--- config.mk ---
export PLATFORM = sky130hd
export DESIGN_NAME = hus_mixer
export DESIGN_NICKNAME = d
export VERILOG_FILES = /design/src/rtl/hus_mixer.sv
export SDC_FILE = /design/constraint.sdc
export NUM_CORES = 1
export LEC_CHECK = 0
export CAP_MARGIN = 20
export CORE_MARGIN = 4
export CORE_UTILIZATION = 63
export DETAILED_ROUTE_END_ITERATION = 6
export MAX_ROUTING_LAYER = met4
export PLACE_DENSITY_LB_ADDON = 0.2
export RECOVER_POWER = 25
export SKIP_CTS_REPAIR_TIMING = 1
export SLEW_MARGIN = 0
export SYNTH_ARGS = -nofsm -noshare
export SYNTH_HDL_FRONTEND = slang
export SYNTH_SLANG_ARGS = --single-unit
--- constraint.sdc ---
create_clock -name clk -period 7.4 [get_ports clk]
set_clock_uncertainty 0.05 [all_clocks]
set_input_delay 1.48 -clock clk [delete_from_list [all_inputs] [get_ports clk]]
set_output_delay 1.48 -clock clk [all_outputs]
set_load 0.02 [all_outputs]
--- src/rtl/hus_mixer.sv ---
// hus_mixer: frame-based multi-channel sample mixer.
// Each audio tick fetches one sample per channel over a req/ack port,
// scales it by the per-channel left/right volumes, accumulates, and
// presents a saturated stereo pair with a one-cycle strobe.
module hus_mixer #(
    parameter int CHN_NUM   = 32,
    parameter int AU_DIV    = 544,
    parameter int SMP_W     = 8,
    parameter int VOL_W     = 6,
    parameter int OUT_W     = 16,
    parameter int OUT_SHIFT = 2,
    localparam int CHN_W    = (CHN_NUM > 1) ? $clog2(CHN_NUM) : 1
) (
    input  logic             clk,
    input  logic             reset_n,
    input  logic             enable,
    input  logic             reg_we,
    input  logic [CHN_W:0]   reg_addr,
    input  logic [VOL_W-1:0] reg_wdata,
    output logic             smp_req,
    output logic [CHN_W-1:0] smp_chn,
    input  logic             smp_ack,
    input  logic [SMP_W-1:0] smp_data,
    output logic [OUT_W-1:0] out_l,
    output logic [OUT_W-1:0] out_r,
    output logic             out_stb,
    output logic             busy,
    output logic             overrun,
    input  logic             ovr_clr
);

    localparam int TICK_W = (AU_DIV > 1) ? $clog2(AU_DIV) : 1;
    localparam int PROD_W = SMP_W + VOL_W + 1;
    localparam int ACC_W  = PROD_W + $clog2(CHN_NUM);
    localparam int SAT_W  = ((ACC_W > OUT_W) ? ACC_W : OUT_W) + 1;

    localparam logic signed [SAT_W-1:0] SAT_MAX   = SAT_W'((2 ** (OUT_W - 1)) - 1);
    localparam logic signed [SAT_W-1:0] SAT_MIN   = ~SAT_MAX;
    localparam logic [TICK_W-1:0]       TICK_LAST = TICK_W'(AU_DIV - 1);
    localparam logic [CHN_W-1:0]        CHN_LAST  = CHN_W'(CHN_NUM - 1);

    typedef enum logic [2:0] {
        S_OFF,
        S_IDLE,
        S_BURST,
        S_MATH,
        S_OUT
    } state_e;

    state_e                  state_q, state_d;
    logic [TICK_W-1:0]       tick_q, tick_d;
    logic [CHN_W-1:0]        chn_q, chn_d;
    logic signed [SMP_W-1:0] smp_buf_q [CHN_NUM];
    logic [VOL_W-1:0]        vol_l_q [CHN_NUM];
    logic [VOL_W-1:0]        vol_r_q [CHN_NUM];
    logic signed [ACC_W-1:0] acc_l_q, acc_l_d;
    logic signed [ACC_W-1:0] acc_r_q, acc_r_d;
    logic signed [OUT_W-1:0] out_l_q, out_l_d;
    logic signed [OUT_W-1:0] out_r_q, out_r_d;
    logic                    out_stb_q, out_stb_d;
    logic                    ovr_q, ovr_d;

    logic                     au_stb;
    logic                     busy_w;
    logic                     chn_last;
    logic                     buf_we;
    logic [CHN_W-1:0]         wr_ch;
    logic                     wr_lr;
    logic                     wr_ok;
    logic signed [PROD_W-1:0] smp_x, vol_l_x, vol_r_x;
    logic signed [PROD_W-1:0] prod_l, prod_r;

    // Arithmetic shift then clamp to the signed output range.
    function automatic logic signed [OUT_W-1:0] sat_out(input logic signed [ACC_W-1:0] a);
        logic signed [SAT_W-1:0] w;
        w = SAT_W'(a >>> OUT_SHIFT);
        if (w > SAT_MAX) begin
            return SAT_MAX[OUT_W-1:0];
        end
        if (w < SAT_MIN) begin
            return SAT_MIN[OUT_W-1:0];
        end
        return w[OUT_W-1:0];
    endfunction

    // Audio tick divider: free-runs only while enabled.
    always_comb begin
        au_stb = enable && (tick_q == TICK_LAST);
        tick_d = (!enable || au_stb) ? '0 : tick_q + 1'b1;
    end

    // Decode of the volume register address and the per-channel products.
    always_comb begin
        wr_ch   = reg_addr[CHN_W:1];
        wr_lr   = reg_addr[0];
        wr_ok   = reg_we && ({1'b0, wr_ch} < (CHN_W + 1)'(CHN_NUM));
        chn_last = (chn_q == CHN_LAST);
        busy_w  = (state_q == S_BURST) || (state_q == S_MATH) || (state_q == S_OUT);
        smp_x   = PROD_W'(smp_buf_q[chn_q]);
        vol_l_x = PROD_W'(vol_l_q[chn_q]);
        vol_r_x = PROD_W'(vol_r_q[chn_q]);
        prod_l  = smp_x * vol_l_x;
        prod_r  = smp_x * vol_r_x;
    end

    // Next-state, channel counter, accumulator and output-register logic.
    always_comb begin
        state_d   = state_q;
        chn_d     = chn_q;
        acc_l_d   = acc_l_q;
        acc_r_d   = acc_r_q;
        out_l_d   = out_l_q;
        out_r_d   = out_r_q;
        out_stb_d = 1'b0;
        buf_we    = 1'b0;
        if (!enable) begin
            // Disabling abandons any partial frame; outputs keep their last values.
            state_d = S_OFF;
            chn_d   = '0;
        end else begin
            unique case (state_q)
                S_OFF: begin
                    state_d = S_IDLE;
                end
                S_IDLE: begin
                    if (au_stb) begin
                        state_d = S_BURST;
                        chn_d   = '0;
                        acc_l_d = '0;
                        acc_r_d = '0;
                    end
                end
                S_BURST: begin
                    if (smp_ack) begin
                        buf_we = 1'b1;
                        if (chn_last) begin
                            chn_d   = '0;
                            state_d = S_MATH;
                        end else begin
                            chn_d = chn_q + 1'b1;
                        end
                    end
                end
                S_MATH: begin
                    acc_l_d = acc_l_q + ACC_W'(prod_l);
                    acc_r_d = acc_r_q + ACC_W'(prod_r);
                    if (chn_last) begin
                        chn_d   = '0;
                        state_d = S_OUT;
                    end else begin
                        chn_d = chn_q + 1'b1;
                    end
                end
                S_OUT: begin
                    out_l_d   = sat_out(acc_l_q);
                    out_r_d   = sat_out(acc_r_q);
                    out_stb_d = 1'b1;
                    state_d   = S_IDLE;
                end
                default: begin
                    state_d = S_OFF;
                end
            endcase
        end
    end

    // Sticky overrun: a tick landing in an active frame sets it; set beats clear.
    always_comb begin
        if (au_stb && busy_w) begin
            ovr_d = 1'b1;
        end else if (ovr_clr) begin
            ovr_d = 1'b0;
        end else begin
            ovr_d = ovr_q;
        end
    end

    // State, counters, accumulators and output registers.
    always_ff @(posedge clk or negedge reset_n) begin
        if (!reset_n) begin
            state_q   <= S_OFF;
            tick_q    <= '0;
            chn_q     <= '0;
            acc_l_q   <= '0;
            acc_r_q   <= '0;
            out_l_q   <= '0;
            out_r_q   <= '0;
            out_stb_q <= 1'b0;
            ovr_q     <= 1'b0;
        end else begin
            state_q   <= state_d;
            tick_q    <= tick_d;
            chn_q     <= chn_d;
            acc_l_q   <= acc_l_d;
            acc_r_q   <= acc_r_d;
            out_l_q   <= out_l_d;
            out_r_q   <= out_r_d;
            out_stb_q <= out_stb_d;
            ovr_q     <= ovr_d;
        end
    end

    // Sample buffer filled during the fetch burst.
    always_ff @(posedge clk or negedge reset_n) begin
        if (!reset_n) begin
            smp_buf_q <= '{default: '0};
        end else if (buf_we) begin
            smp_buf_q[chn_q] <= smp_data;
        end
    end

    // Volume file; writes are accepted in every state.
    always_ff @(posedge clk or negedge reset_n) begin
        if (!reset_n) begin
            vol_l_q <= '{default: '0};
            vol_r_q <= '{default: '0};
        end else if (wr_ok) begin
            if (wr_lr) begin
                vol_r_q[wr_ch] <= reg_wdata;
            end else begin
                vol_l_q[wr_ch] <= reg_wdata;
            end
        end
    end

    assign smp_req = (state_q == S_BURST);
    assign smp_chn = chn_q;
    assign out_l   = out_l_q;
    assign out_r   = out_r_q;
    assign out_stb = out_stb_q;
    assign busy    = busy_w;
    assign overrun = ovr_q;

endmodule
Yosys cells after proc, flatten, opt, wreduce, memory -nomap -nowiden
Cells that the tools add are included.

storage, ports and cells
  output and inout port bits = 41
  register bits after elaboration = 732
  input bits = 26
  word-level logic and storage cells = 212

operators by class
  $lt $le $gt $ge = 8
  add/subtract/negate cells = 4
  muxes and demuxes = 60
  bitwise gates (word level) = 3
  eq/ne operators = 12
  reductions and logical operators = 18
  multiply operators = 2

operators by type and width
  operator               number
  $bwmux 192             2
  $bwmux 256             1
  $mux 16                8
  $pmux 20 s2            2
  $bmux 6 s5             2
  $add 20x15->20         2
  $bmux 8 s5             1
  $demux 8 s5            1
  $gt 18x16->1 const B   2
  $lt 18x16->1 const B   2
  $demux 6 s5            1
  $mul 8x7->15           2
  $mux 6                 5
  $mux 8                 3
  $mux 1                 21
  $mux 20                1
  $mux 5                 4
  $mux 3                 5
  $pmux 5 s3             1
  $ge 6x6->1 const B     2
  $lt 6x1->1 const B     2
  $not 5->6              2
  $pmux 3 s4             1
  $add 10x1->10 const B  1
  other kinds (21)       33

Logic depth before layout (Yosys ltp)
  depth after elaboration = 9
  mapped depth = 28
  gate-level depth less buffers = 23

Least setup slack after synthesis
OpenSTA, ideal clock, no wires.

  path type = register to register
  from = register chn_q[0], in the netlist smp_chn[0]
  to = register acc_r_q[16]
  slack = 0.722 ns
  data required time = 7.217 ns
  path buffers = 5
  clock period less this slack = 6.678 ns
  data arrival time = 6.495 ns
  library setup time = 0.133 ns
  stages on the path, launching flop included = 27
  cells stage by stage = dfrtp_1 buf_6 buf_12 buf_12 buf_8 mux4_2 a22o_1 a221oi_1 and3_2 buf_6 nor2_1 fa_1 inv_1 fa_1 inv_1 fa_1 inv_1 fa_1 inv_1 ha_1 a21o_1 a221oi_1 o21ai_0 a311o_1 a21oi_1 xor2_1 o21ai_0

on the way
  longest elaborated chain between the ends = 7
  elaborated cells on any way between the ends = 10
  classes of those cells = add/sub: 1; mul: 1; mux: 7; bitwise: 1

ends and longest elaborated chain
  element                                                               RTL line  RTL
  from (decl)                                                           52        logic [CHN_W-1:0] chn_q, chn_d;
  from (signal assigned)                                                193       chn_q <= chn_d;
  $not 5->6 (not written as such) (*)                                   99, 101
  $bmux 8 s5 or $bmux 6 s5 (tied branches)                              99, 101
  $mux 8 (not written as such) or $mux 6 (tied branches) (2 in series)  99, 101
  $mul 8x7->15 (*)                                                      103       prod_r = smp_x * vol_r_x;
  $add 20x15->20 (*)                                                    146       acc_r_d = acc_r_q + ACC_W'(prod_r);
  $pmux 20 s2 (*)                                                       121       unique case (state_q)
  to (signal assigned)                                                  195       acc_r_q <= acc_r_d;
  to (decl)                                                             57        logic signed [ACC_W-1:0] acc_r_q, acc_r_d;

Every way passes the cells marked *; elsewhere a longest branch is shown, timed or not. The select of a mux whose other input is x is not followed.
A chain may end at the register's enable or synchronous reset.

Worst setup path in the final report
  from = register chn_q[1], in the netlist smp_chn[1]
  to = register acc_l_q[14]

on the way
  longest elaborated chain between the ends = 7
  elaborated cells on any way between the ends = 10
  classes of those cells = add/sub: 1; mul: 1; mux: 7; bitwise: 1

ends and longest elaborated chain
  element                                                               RTL line  RTL
  $not 5->6 (not written as such) (*)                                   99, 100
  $bmux 8 s5 or $bmux 6 s5 (tied branches)                              99, 100
  $mux 8 (not written as such) or $mux 6 (tied branches) (2 in series)  99, 100
  $mul 8x7->15 (*)                                                      102       prod_l = smp_x * vol_l_x;
  $add 20x15->20 (*)                                                    145       acc_l_d = acc_l_q + ACC_W'(prod_l);
  $pmux 20 s2 (*)                                                       121
  to (signal assigned)                                                  194       acc_l_q <= acc_l_d;
  to (decl)                                                             56        logic signed [ACC_W-1:0] acc_l_q, acc_l_d;

Marked as above.

==> results.json <==
{
  "status": "finished with violations",
  "failed_checks": "capacitance limit, slew limit",
  "synthMostInstantiatedCell": "dfrtp_1",
  "setup_slack_ns": 0.1941,
  "seq_area_frac_synth_pct": 46.96,
  "num_io_pins": 67,
  "fin_crit_sh_pct": 97.38,
  "syn_inst": 2954,
  "rows": 90,
  "clockPowerShare_pct": 42.9,
  "grt_pass1_wl_um": 145700,
  "p_switching_mw": 2.069,
  "drive_gt1_share_pct": 33.55,
  "endpoint_kind": "flop",
  "path_delay_family": "adder cells",
  "crit_chain": "buf_12 -> buf_12 -> buf_4 -> mux4_2 -> a22oi_1 -> and4_1 -> nor2_1 -> fa_1 -> inv_1 -> fa_1 -> inv_1 -> fa_1 -> inv_1 -> fa_1 -> inv_1 -> ha_1 -> a21oi_1 -> nor2_1 -> o311ai_0 -> nand2_1 -> a311oi_1 -> buf_4 -> xor2_1 -> o21ai_0",
  "wl_um": 90480,
  "synth_top_flop_cell": "dfrtp_1",
  "slew_violations": 539,
  "cts-root-buf": "clkbuf_16",
  "port_buffers": 66,
  "ys_warn_count": 0,
  "max-vdd-ir-drop_v": 0.0001807,
  "synth_edf_count": 0,
  "reg2regPathDepth": 24,
  "synth_fp_nets": 3192,
  "max_stage_delay_ns": 0.69,
  "async_flop_share_pct": 100.0,
  "htreeDepth": 3,
  "ys_types": 65,
  "tightest_slew_ns": 4.915,
  "synth_compound_area_share_pct": 4.558,
  "synth-xor-area-share_pct": 1.145,
  "reg2reg_slack_ns": 0.19,
  "synth_top_family_by_area": "multiplexers",
  "core_um2": 60810,
  "slew_headroom_pct": -227.7,
  "min_path_type": "flop to flop",
  "wire_per_inst_um": 23.46,
  "gp_congestion": 0.8972,
  "startpoint": "smp_chn[1]$_DFFE_PN0P_",
  "power_density_nw_per_um2": 205.8,
  "cts_tree": "done",
  "holdPathEnd": "out_r[15]$_DFFE_PN0P_",
  "grt_usage_pct": 28.76,
  "fp.dieW_um": 256.8,
  "finalHoldViolations": 0,
  "fin_crit_ns": 7.206,
  "grt_setup_unrepaired": "false",
  "cts_made_buffers": 78,
  "crit_type": "flop to flop",
  "die-area_um2": 65960,
  "dp_slack_ns": 0.09639,
  "path_buf_inv": 8,
  "num_vias": 24180,
  "fin_cells": 3856,
  "synth_top_area_share_pct": 46.96,
  "cp.required_ns": 7.85,
  "rr_startpoint": "smp_chn[1]$_DFFE_PN0P_",
  "yosys-top-cells-count": "732 x dfrtp_1, 640 x mux2_2, 234 x inv_1",
  "synth_area_um2": 39010,
  "synth_adder_area_share_pct": 9.109,
  "dr.pass1.iters": 6,
  "reg2reg_to": "acc_l_q[14]$_DFFE_PN0P_",
  "p_int_mw": 6.815,
  "ys_ff_latch": 732,
  "initial_core_util_pct": 64.15,
  "drc": 0,
  "cp_slowest_cell": "dfrtp_4",
  "cp.arrival_ns": 7.66,
  "cts.sinks": 732,
  "grt_pass1_vias": 25930,
  "insertion_delay_ns": 0.63,
  "syn_area_per_cell_um2": 13.21,
  "fillCellCount": 4017,
  "whs_path_depth": 2,
  "grt_max_degree": 201,
  "area_growth_pct": 10.66,
  "drtIter0Drc": 1898,
  "fin_setup_tns_ns": 0,
  "setup_violations": 0,
  "cp-start-kind": "flop",
  "clock_tree.buffer_depth": 3,
  "dpl.hpwl_um": 61910,
  "swShare_pct": 23.29,
  "drtAntennaViolNets": 0,
  "post-place-cells": 3708,
  "combPwrFrac_pct": 7.3,
  "maxCapViolCount": 4,
  "gr-total-overflow": 0,
  "antenna_found_initial": 1,
  "path_max_fanout": 22,
  "synth_area_leader_cell": "dfrtp_1",
  "seqPwrFrac_pct": 49.8,
  "nets": 3257,
  "leakagePower_nw": 20.36,
  "die_h_um": 256.8,
  "clkTransAtPathRegs_ns": 0.06,
  "synth-simple-area-share_pct": 5.501,
  "yosys-top-cells-area": "dfrtp_1 47%, mux2_2 18%, mux4_2 7.3%, fa_1 6.2%, ha_1 3.0%",
  "synthMuxAreaShare_pct": 28.08,
  "via_per_inst": 6.271,
  "hp-start": "out_r[15]$_DFFE_PN0P_",
  "fmax_mhz": 138.8
}
[per-layer routing]
layer | wire, µm | global-route usage, % | part of all wire, % | up-vias
li1 | - | - | - | 10550
met1 | 38350 | 38.76 | 42 | 12710
met2 | 44540 | 46.38 | 49 | 737
met3 | 4705 | 4.204 | 5.2 | 186
met4 | 2883 | 8.577 | 3.2 | 0
met5 | 0 | - | 0 | -
[per-stage QoR]
| stage | power (mW) | hold WS, ns | utilization [%] | cell area [µm²] |
|---|---|---|---|---|
| after floorplan | 4.872 | 0.3998 | - | 39010 |
| after global placement | 5.075 | 0.4094 | 66.47 | 40420 |
| after detailed placement | 5.134 | 0.4132 | 66.58 | 40490 |
| after CTS | 8.931 | 0.4268 | 70.69 | 42980 |
| after global routing | 9.191 | 0.4457 | 70.99 | 43170 |
| final | 8.884 | 0.4232 | 70.99 | 43170 |
[how the worst max path moves through the flow]
stage | to | slack (ns) | cells after the start
2_1_floorplan | acc_r_q[16]$_DFFE_PN0P_ | 0.72 | 26
3_3_place_gp | acc_l_q[19]$_DFFE_PN0P_ | 0.22 | 21
3_5_place_dp | acc_l_q[19]$_DFFE_PN0P_ | 0.1 | 21
4_1_cts | acc_l_q[19]$_DFFE_PN0P_ | -0.04 | 21
5_1_grt | acc_r_q[19]$_DFFE_PN0P_ | 0.005 | 23
6_report | acc_l_q[14]$_DFFE_PN0P_ | 0.19 | 24
[worst min-delay path, stage by stage, from the launching register on]
cell and delay, ns:
dfrtp_1 0.34, nand2_1 0.05, nand2_1 0.05
[cell type report]
cell class	count	area, µm²	area share (%)
Tap cell	782	978.4	2.267
Timing Repair Buffer	152	1543	3.574
Inverter	235	882.1	2.043
Multi-Input combinational cell	1820	18940	43.87
Clock inverter	25	257.7	0.5971
Sequential cell	732	18330	42.45
Antenna cell	1	2.502	0.005797
Clock buffer	109	2240	5.188
[logic make-up after synthesis]
| family | count (synthesis) |
|---|---|
| buffers and inverters | 402 |
| adder cells (fa/ha/maj) | 212 |
| XOR/XNOR | 51 |
| multiplexers | 803 |
| flip-flops | 732 |
| AND/OR/NAND/NOR | 472 |
| AO/OA/AOI/OAI | 282 |
[state kept, by name, indices dropped and copies added (netlist names)]
register	cells
out_r	16
vol_r_q	192
smp_buf_q	256
out_stb	1
overrun	1
smp_chn	5
acc_l_q	20
acc_r_q	20
tick_q	10
vol_l_q	192
out_l	16
state_q	3
[power by group through the flow]
stage	registers [mW]	clock network, mW	logic, mW
floorplan	4.44	0	0.433
global placement	4.47	0	0.609
detailed placement	4.49	0	0.640
finish	4.43	3.81	0.644
global route	4.45	4.03	0.705
CTS	4.42	3.86	0.644
[cells in the final DEF, fill, tap and decap left out, types with 13 or more instances in the layout]
master           instances
a21oi_1                 40
clkdlybuf4s50_1         58
xnor2_1                 29
fa_1                   119
dfrtp_1                730
nor2_1                 160
nand2_1                170
xor2_1                  22
mux2_2                 640
clkbuf_8                15
clkbuf_1                16
inv_1                  233
ha_1                    92
a22oi_1                 66
mux4_1                  22
nand3_1                 23
buf_12                  17
and3_1                  15
a21o_1                  13
buf_4                   59
mux4_2                 126
o21ai_0                111
clkinv_2                14
clkbuf_16               79
or2_2                   20
No activity file was read; power rests on OpenSTA's default activity.
